[src/rtl/imem_loader.sv]
// imem_loader: assembles a little-endian byte stream into 32-bit instruction
// words, writes them to consecutive instruction-memory addresses from 0, and
// raises cu_enable once the program is resident.
// Optional checksum trailer byte: define IMEM_LOADER_CHKSUM_EN.
module imem_loader #(
   parameter int ADDR_W = 5,
   parameter int DEPTH  = 32
) (
   input  logic              clk,
   input  logic              rst,
   input  logic              load_start,
   input  logic [ADDR_W:0]   load_len,
   input  logic              in_valid,
   input  logic [7:0]        in_data,
   output logic              in_ready,
   output logic              wr_en,
   output logic [31:0]       wr_addr,
   output logic [31:0]       wr_data,
   output logic              busy,
   output logic              done,
   output logic              err,
   output logic              cu_enable
);

   typedef enum logic [2:0] {
      IDLE  = 3'd0,
      RECV  = 3'd1,
      WRITE = 3'd2,
`ifdef IMEM_LOADER_CHKSUM_EN
      CHK   = 3'd3,
`endif
      DONE  = 3'd4
   } state_t;

   localparam logic [ADDR_W:0]   DEPTH_L = (ADDR_W+1)'(DEPTH);
   localparam logic [ADDR_W:0]   ONE_L   = (ADDR_W+1)'(1);
   localparam logic [ADDR_W-1:0] ONE_W   = ADDR_W'(1);

   state_t            state_q, state_d;
   logic [ADDR_W:0]   len_q, len_d;
   logic [ADDR_W-1:0] word_cnt_q, word_cnt_d;
   logic [1:0]        byte_cnt_q, byte_cnt_d;
   logic [31:0]       asm_q, asm_d;
   // last committed address/data, so the write bus is stable between strobes
   logic [ADDR_W-1:0] addr_hold_q, addr_hold_d;
   logic [31:0]       data_hold_q, data_hold_d;
`ifdef IMEM_LOADER_CHKSUM_EN
   logic [7:0]        sum_q, sum_d;
   logic              err_q, err_d;
`endif

   logic [ADDR_W:0]   len_clamp;
   logic              last_word;

   assign len_clamp = (load_len > DEPTH_L) ? DEPTH_L : load_len;
   assign last_word = ({1'b0, word_cnt_q} == (len_q - ONE_L));

   // state and datapath registers, synchronous active-low reset
   always_ff @(posedge clk) begin
      if (!rst) begin
         state_q     <= IDLE;
         len_q       <= '0;
         word_cnt_q  <= '0;
         byte_cnt_q  <= '0;
         asm_q       <= '0;
         addr_hold_q <= '0;
         data_hold_q <= '0;
`ifdef IMEM_LOADER_CHKSUM_EN
         sum_q       <= '0;
         err_q       <= 1'b0;
`endif
      end else begin
         state_q     <= state_d;
         len_q       <= len_d;
         word_cnt_q  <= word_cnt_d;
         byte_cnt_q  <= byte_cnt_d;
         asm_q       <= asm_d;
         addr_hold_q <= addr_hold_d;
         data_hold_q <= data_hold_d;
`ifdef IMEM_LOADER_CHKSUM_EN
         sum_q       <= sum_d;
         err_q       <= err_d;
`endif
      end
   end

   // next-state, datapath updates and handshake/strobe outputs
   always_comb begin
      state_d     = state_q;
      len_d       = len_q;
      word_cnt_d  = word_cnt_q;
      byte_cnt_d  = byte_cnt_q;
      asm_d       = asm_q;
      addr_hold_d = addr_hold_q;
      data_hold_d = data_hold_q;
`ifdef IMEM_LOADER_CHKSUM_EN
      sum_d       = sum_q;
      err_d       = err_q;
`endif
      in_ready    = 1'b0;
      wr_en       = 1'b0;

      case (state_q)
         IDLE, DONE: begin
            if (load_start) begin
               len_d      = len_clamp;
               word_cnt_d = '0;
               byte_cnt_d = '0;
               asm_d      = '0;
`ifdef IMEM_LOADER_CHKSUM_EN
               sum_d      = '0;
               err_d      = 1'b0;
`endif
               state_d    = (len_clamp == '0) ? DONE : RECV;
            end
         end
         RECV: begin
            in_ready = 1'b1;
            if (in_valid) begin
               for (int i = 0; i < 4; i++) begin
                  if (byte_cnt_q == 2'(i)) asm_d[i*8 +: 8] = in_data;
               end
`ifdef IMEM_LOADER_CHKSUM_EN
               sum_d = sum_q + in_data;
`endif
               byte_cnt_d = byte_cnt_q + 2'd1;
               if (byte_cnt_q == 2'd3) state_d = WRITE;
            end
         end
         WRITE: begin
            wr_en       = 1'b1;
            addr_hold_d = word_cnt_q;
            data_hold_d = asm_q;
            if (last_word) begin
`ifdef IMEM_LOADER_CHKSUM_EN
               state_d = CHK;
`else
               state_d = DONE;
`endif
            end else begin
               word_cnt_d = word_cnt_q + ONE_W;
               state_d    = RECV;
            end
         end
`ifdef IMEM_LOADER_CHKSUM_EN
         CHK: begin
            in_ready = 1'b1;
            if (in_valid) begin
               err_d   = ((sum_q + in_data) != 8'd0);
               state_d = DONE;
            end
         end
`endif
         default: state_d = IDLE;
      endcase
   end

   // write bus shows the live word during WRITE, the last committed one otherwise
   assign wr_addr   = {{(32-ADDR_W){1'b0}}, (wr_en ? word_cnt_q : addr_hold_q)};
   assign wr_data   = wr_en ? asm_q : data_hold_q;
   assign done      = (state_q == DONE);
`ifdef IMEM_LOADER_CHKSUM_EN
   assign busy      = (state_q == RECV) || (state_q == WRITE) || (state_q == CHK);
   assign err       = err_q;
`else
   assign busy      = (state_q == RECV) || (state_q == WRITE);
   assign err       = 1'b0;
`endif
   assign cu_enable = done & ~err;

endmodule

[config.mk]
export PLATFORM = sky130hd
export DESIGN_NAME = imem_loader
export DESIGN_NICKNAME = d
export VERILOG_FILES = /design/src/rtl/imem_loader.sv
export SDC_FILE = /design/constraint.sdc
export NUM_CORES = 1
export LEC_CHECK = 0
export ABC_AREA = 1
export BUFFER_PORTS_ARGS = -buffer_cell sky130_fd_sc_hd__buf_2
export CORE_ASPECT_RATIO = 2
export CORE_MARGIN = 2
export CORE_UTILIZATION = 59
export CTS_CLUSTER_DIAMETER = 200
export DETAILED_ROUTE_END_ITERATION = 12
export PLACE_DENSITY_LB_ADDON = 0.1
export SETUP_SLACK_MARGIN = 0.4
export SLEW_MARGIN = 20
export SYNTH_ARGS = -nofsm -noshare
export SYNTH_HDL_FRONTEND = slang
export SYNTH_SLANG_ARGS = --single-unit
[constraint.sdc]
create_clock -name clk -period 3.9 [get_ports clk]
set_input_delay 0.39 -clock clk [delete_from_list [all_inputs] [get_ports clk]]
set_output_delay 0.39 -clock clk [all_outputs]
set_load 0.02 [all_outputs]
**Yosys cells after proc, flatten, opt, wreduce, memory -nomap -nowiden**

Cells that the tools add are included.

- RAM bits: 0
- Output and inout port bits: 70
- Memories: 0
- Flip-flop bits (word level): 85
- Latch bits: 0
- Bits in read-only memories: 0
- Word-level logic and storage cells: 67

- Shifts and indexed selects: 0
- Div/mod/pow operators: 0
- Reductions and logical operators: 15
- Equal/unequal tests: 14
- Order comparisons: 1
- Bitwise gates (word level): 0
- $add $sub $neg: 3
- Mux-type cells: 24
- Multiply operators: 0

Operator list:

| kind | number |
|---|---|
| $mux W32 | 3 |
| $pmux W32 S2 | 1 |
| $mux W8 | 4 |
| $reduce_and A4 Y1 | 4 |
| $mux W3 | 5 |
| $mux W5 | 3 |
| $ne A2 B2 Y1 const B | 7 |
| $pmux W5 S2 | 1 |
| $pmux W3 S3 | 1 |
| $reduce_and A3 Y1 | 3 |
| $eq A5 B6 Y1 | 1 |
| $gt A6 B6 Y1 const B | 1 |
| $logic_not A6 Y1 | 1 |
| $mux W6 | 1 |
| $sub A6 B1 Y6 const B | 1 |
| $add A5 B1 Y5 const B | 1 |
| $eq A2 B2 Y1 const B | 2 |
| $mux W2 | 2 |
| $pmux W2 S2 | 1 |
| $reduce_bool A2 Y1 | 2 |
| $eq A3 B1 Y1 const B | 1 |
| $eq A3 B2 Y1 const B | 1 |
| $eq A3 B3 Y1 const B | 1 |
| $logic_not A3 Y1 | 1 |
| 7 further kinds | 8 |

**Depth between registers and ports, before layout**

Gate-level depths: netlist of run 1.

- Depth in word-level cells: 6
- Gate-level depth with buffers: 13
- Mapped depth without buffers: 13

**Worst setup path after synthesis of run 1**

Ideal clock, no wire load.

- Path kind: register to output
- Start point: register state_q[0]
- End point: output wr_data[15]
- Arrival: 1305 ps
- Cell stages (with the launch flop): 6
- Setup slack: 2205 ps
- Path buffers: 3
- Required time: 3510 ps
- Path through: dfxtp_1 nor3_2 buf_2 buf_6 buf_2 a21oi_1

- Cells in the longest elaborated chain, start to end: 3

Ends and longest elaborated chain:

| element | RTL line | source |
|---|---|---|
| start: declaration | 39 | `state_t state_q, state_d;` |
| start signal: assignment | 73 | `state_q <= state_d;` |
| $eq A3 B2 Y1 | 103 | `case (state_q)` |
| $mux W1 | 103 |  |
| net wr_en | 16 | `output logic wr_en,` |
| $mux W32 | 160 | `assign wr_data = wr_en ? asm_q : data_hold_q;` |
| end: declaration | 18 | `output logic [31:0] wr_data,` |

The timed path passes the listed nets, and every way through them passes these cells.

**Worst setup path in the final report of run 1**

- Start point: register state_q[0]
- End point: output wr_data[27]

- Cells in the longest elaborated chain, start to end: 3

Ends and longest elaborated chain:

| element | RTL line |
|---|---|
| $eq A3 B2 Y1 | 103 |
| $mux W1 | 103 |
| $mux W32 | 160 |

No other way between the ends.

==> results.yml, run 1 <==
routing:
  ant_nets: 0
  vias: 3589
  finalWirelength_um: 9050
  post-route-drc-count: 0
  wl_per_cell_um: 12.8
  drt_iter0_markers: 110
  drt_first_pass_iters: 5
  vias_per_cell: 5.09
finish:
  drive_above_1_share: 0.216
  multi_input_comb_area_sq_mm: 0.00184
  final_area_sq_mm: 0.00470
  nFillCells: 624
  antenna-diode-count: 0
  syn2layout_area_growth_pct: 11.6
  nets: 634
  seqCellArea_sq_mm: 0.00170
  stdcell_count: 705
clock_tree:
  cts_sinks: 85
  cts_resized: 0
  cts-root-buf: "clkbuf_16"
  post_cts_buffers: 0
  clock_latency_ps: 340
  cts_buffers: 9
  cts_max_path_buffers: 2
  cts_tree: "yes"
  cts.hold.buffers_added: 0
  clk_pin_slew_ps: 60
  htreeDepth: 3
logic_synthesis:
  synth_most_common_cell: "inv_1"
  yosysTopAreaCell: "dfxtp_1"
  yosysWarnings: 0
  yosys-top-cells-area: "dfxtp_1 (40%), a21oi_1 (9.8%), inv_1 (8.7%), a211oi_1 (7.3%), or2_2 (5.6%)"
  ys.flop_type: "dfxtp_1"
  syn_area_sq_mm: 0.00421
  synth_top_area_frac: 0.404
  synth_cell_type_count: 30
  seq_area_frac_synth: 0.404
  synth_common_cells: "inv_1 (98), dfxtp_1 (85), a21oi_1 (82), nand2_1 (60), a211oi_1 (41)"
  ys_ff_latch: 85
  netlist_instances: 565
  async_flop_share: 0
  avgSynthCellArea_sq_um: 7.45
  synth_edf_count: 0
die:
  rows: 43
  io_pins: 88
  dieWidth_um: 63.7
  core_area_sq_mm: 0.00694
  start_util: 0.606
  fp.dieArea_sq_mm: 0.00787
  die_h_um: 123
timing:
  fin_crit_sh: 0.708
  finalHoldViolCount: 0
  tns_ps: 0
  drv_slew: 0
  fin_skew_ps: 2.77
  max_slew_margin: 0.352
  rsz0062_at_grt: "false"
  min_period_ps: 2760
  whs_ps: 314
  worst_slew_pin_slew_ps: 969
  fmax_ghz: 0.362
  finalSetupViolCount: 0
placement:
  post-place-cells: 689
  io_buffers: 59
  dp_hpwl_um: 6660
  place.gp.congestion: 0.870
  placed_area_sq_mm: 0.00439
power:
  ir_drop_v: 0.000489
  leakagePower_nw: 2.22
  powerDensity_mw_per_mm2: 727
worst_setup_path:
  reg2reg_slack_ps: 1580
  worstPathMaxFanout: 48
  cp.required_ps: 3510
  crit_path_end_kind: "output port"
  crit_type: "reg -> out"
  crit_arrival_ps: 2370
  startpoint_type: "register"
global_routing:
  grt_pass1_vias: 3256
  track_usage: 0.239
  antenna_found_initial: 0
  overflow: 0
  grt_max_degree: 49
  grt_pass1_wl_um: 14500
job:
  cap_violations: 0
run_status:
  status: "finished clean"
min_path:
  hold_path.class: "in -> reg"
-- stage by stage --
stage,util,setup WS [ps],total power [mW]
finish,0.677,1140,3.41
global route,0.677,960,3.64
CTS,0.677,1170,3.44
detailed placement,0.632,1540,2.56
global placement,0.632,1600,2.52
floorplan,-,2210,2.30
-- cell usage in the layout, fill, tap and decap left out, types with 2 or more instances in the layout --
cell,synthesis,final
a211oi_1,41,41
a21oi_1,82,82
buf_2,9,59
buf_4,30,3
clkbuf_16,0,9
clkbuf_8,1,3
conb_1,1,28
dfxtp_1,85,85
ha_1,6,6
inv_1,98,98
inv_2,7,7
nand2_1,60,60
nand2_2,3,3
nand3_1,26,26
nand4_1,2,2
nor2_1,19,19
nor2_2,4,4
o21ai_0,12,12
o21ai_1,15,15
or2_2,38,38
xor2_1,3,3
-- sequential cells by signal, indices dropped and copies added, names as in the netlist --
register	cells
asm_q	32
data_hold_q	32
len_q	6
addr_hold_q	5
word_cnt_q	5
state_q	3
byte_cnt_q	2
-- worst paths after layout --
path	end	depth (start not counted)	start
max	wr_data[27]	6	state_q[0]$_SDFFE_PN0P_
min	len_q[2]$_SDFFE_PN0P_	3	load_len[2]
min reg2reg	asm_q[25]$_SDFFE_PN0P_	2	asm_q[25]$_SDFFE_PN0P_
max reg2reg	asm_q[12]$_SDFFE_PN0P_	7	state_q[0]$_SDFFE_PN0P_
-- where the power goes --
| group | switching (mW) | total (mW) | internal, mW |
|---|---|---|---|
| combinational | 0.934 | 1.37 | 0.433 |
| clock | 0.333 | 0.880 | 0.547 |
| sequential | 0.0945 | 1.17 | 1.07 |
-- final cells by class --
| class | instances | share of cell area |
|---|---|---|
| Inverter | 106 | 0.0847 |
| Multi-Input combinational cell | 345 | 0.391 |
| Tap cell | 90 | 0.0240 |
| Sequential cell | 85 | 0.362 |
| Clock inverter | 3 | 0.00905 |
| Timing Repair Buffer | 63 | 0.0719 |
| Clock buffer | 13 | 0.0575 |
-- layer usage --
layer  vias up  GRT usage  share of wire  wire length, um
li1       1851          -              -                -
met1      1632      0.250           0.39             3510
met2        82      0.441           0.54             4870
met3        24     0.0355          0.034              306
met4         0      0.151          0.040              365
met5         -          0              0                0
-- critical path, cell delays in order, from the launching register on --
cell and delay (ps):
dfxtp_1 360, nor3_4 800, buf_12 290, or2_2 140, inv_1 40, a21oi_1 180, buf_2 200
-- cell families (layout without fill, tap and decap cells) --
| family | count (synthesis) | in the layout | share of synthesized area |
|---|---|---|---|
| buffers and inverters | 162 | 185 | 0.185 |
| AND/OR/NAND/NOR | 155 | 155 | 0.177 |
| AO/OA/AOI/OAI | 153 | 153 | 0.208 |
| flip-flops | 85 | 85 | 0.404 |
| adder cells (fa/ha/maj) | 6 | 6 | 0.0178 |
| XOR/XNOR | 3 | 3 | 0.00624 |
| other | 1 | 28 | 0.000891 |
(Power assumes the default switching activity.)
==> inputs of run 2 (changes only) <==
--- a/config.mk
+++ b/config.mk
@@ -9,7 +9,7 @@
 export BUFFER_PORTS_ARGS = -buffer_cell sky130_fd_sc_hd__buf_2
 export CORE_ASPECT_RATIO = 2
 export CORE_MARGIN = 2
-export CORE_UTILIZATION = 59
+export CORE_UTILIZATION = 55
 export CTS_CLUSTER_DIAMETER = 200
 export DETAILED_ROUTE_END_ITERATION = 12
 export PLACE_DENSITY_LB_ADDON = 0.1
==> constraint.sdc (replaced) <==
create_clock -name clk -period 2.8 [get_ports clk]
set_input_delay 0.28 -clock clk [delete_from_list [all_inputs] [get_ports clk]]
set_output_delay 0.28 -clock clk [all_outputs]
set_load 0.02 [all_outputs]
==> results.yml, run 2 (synthesis results as in run 1) <==
worst_setup_path:
  crit_path_top_delay_cell: "buf_4"
  path_buf_inv: 3
  cp_cell_sequence: "nor3_4 > buf_4 > or2_2 > inv_1 > a21oi_1 > buf_2"
  crit_type: "reg -> out"
  worstPathMaxFanout: 66
  crit_path_end_kind: "output port"
  startpoint_type: "register"
  cp.required_ps: 2520
  crit_arrival_ps: 1960
  reg2reg_slack_ps: 760
  crit_path_max_incr_delay_ps: 490
  critical-path-top-delay-family: "buffers and inverters"
clock_tree:
  cts_buffers: 9
  cts-root-buf: "clkbuf_16"
  cts.hold.buffers_added: 0
  cts_tree: "yes"
  cts_resized: 0
  htreeDepth: 3
  cts_sinks: 85
  clk_pin_slew_ps: 60
  post_cts_buffers: 0
  cts_max_path_buffers: 2
  clock_latency_ps: 330
power:
  ir_drop_v: 0.000610
  leakagePower_nw: 2.21
  powerDensity_mw_per_mm2: 993
  fin_total_pwr_mw: 4.64
timing:
  fmax_ghz: 0.446
  tns_ps: 0
  finalHoldViolCount: 0
  rsz0062_at_grt: "false"
  min_period_ps: 2240
  fin_skew_ps: 3.60
  whs_ps: 216
  max_slew_margin: 0.643
  worst_slew_pin_slew_ps: 536
  fin_crit_sh: 0.802
  drv_slew: 0
  setup_ws_ps: 556
  finalSetupViolCount: 0
die:
  rows: 45
  io_pins: 88
  fp.dieArea_sq_mm: 0.00841
  core_area_sq_mm: 0.00749
  start_util: 0.562
  dieWidth_um: 65.9
  die_h_um: 128
finish:
  fin_util: 0.624
  antenna-diode-count: 0
  nFillCells: 730
  final_cell_mix: "inv_1 (98), dfxtp_1 (85), a21oi_1 (82)"
  drive_above_1_share: 0.215
  stdcell_count: 709
  nets: 634
  reg.largest.list: "asm_q: 32 flops, data_hold_q: 32 flops, len_q: 6 flops"
  final_common_cell: "inv_1"
  final_area_sq_mm: 0.00467
  syn2layout_area_growth_pct: 11.0
global_routing:
  overflow: 0
  grt_pass1_wl_um: 13800
  grt_max_degree: 67
  grt_pass1_vias: 3046
  antenna_found_initial: 0
  track_usage: 0.209
routing:
  vias_per_cell: 4.82
  drt_iter0_markers: 211
  post-route-drc-count: 0
  finalWirelength_um: 8180
  wl_per_cell_um: 11.5
  vias: 3419
  drt_first_pass_iters: 4
  ant_nets: 0
placement:
  io_buffers: 59
  post-place-cells: 693
  placed_area_sq_mm: 0.00438
  dp_hpwl_um: 5820
  place.gp.congestion: 0.879
  place_ws_ps: 747
job:
  cap_violations: 0
min_path:
  hold_path.class: "in -> reg"
run_status:
  status: "finished clean"
-- run 2: cell count changes in the layout (fill, tap and decap cells not counted) --
cell / before / now
buf_12: 1 / 0
buf_4: 3 / 4
clkbuf_1: 1 / 2
clkbuf_8: 3 / 1
clkinv_2: 1 / 2
-- run 2: layout make-up --
| class | count | area, sq um | area share |
|---|---|---|---|
| Clock inverter | 4 | 47.5 | 0.0102 |
| Timing Repair Buffer | 63 | 325 | 0.0696 |
| Multi-Input combinational cell | 345 | 1840 | 0.393 |
| Inverter | 106 | 398 | 0.0852 |
| Sequential cell | 85 | 1700 | 0.364 |
| Tap cell | 94 | 118 | 0.0252 |
| Clock buffer | 12 | 246 | 0.0528 |
-- run 2: layer usage --
metal	vias up	part of all wire	track usage	routed length (um)
met3	6	0.041	0.0430	336
met1	1491	0.48	0.286	3930
met5	-	0	0	0
met4	0	0.010	0.0735	85
met2	67	0.47	0.323	3830
li1	1855	-	-	-
-- run 2: path summary, 6_finish.rpt --
path                                 from  cells after the start                     end
setup / recovery  state_q[0]$_SDFFE_PN0P_                      6              wr_data[6]
hold / removal                load_len[4]                      3   len_q[4]$_SDFFE_PN0P_
setup reg to reg  state_q[0]$_SDFFE_PN0P_                      7  asm_q[20]$_SDFFE_PN0P_
hold reg to reg    asm_q[26]$_SDFFE_PN0P_                      2  asm_q[26]$_SDFFE_PN0P_
-- run 2: where the power goes --
group | switching [mW] | internal (mW) | total [mW]
clock network | 0.457 | 0.712 | 1.17
logic | 1.26 | 0.594 | 1.85
registers | 0.124 | 1.49 | 1.62
total | 1.84 | 2.80 | 4.64
-- run 2: tightest hold or removal path: cells and delay by family --
kind                   cells  cell delay (ps)
buffers and inverters      1              100
and+or+nand+nor            1               70
AOI/OAI and AO/OA          1               60
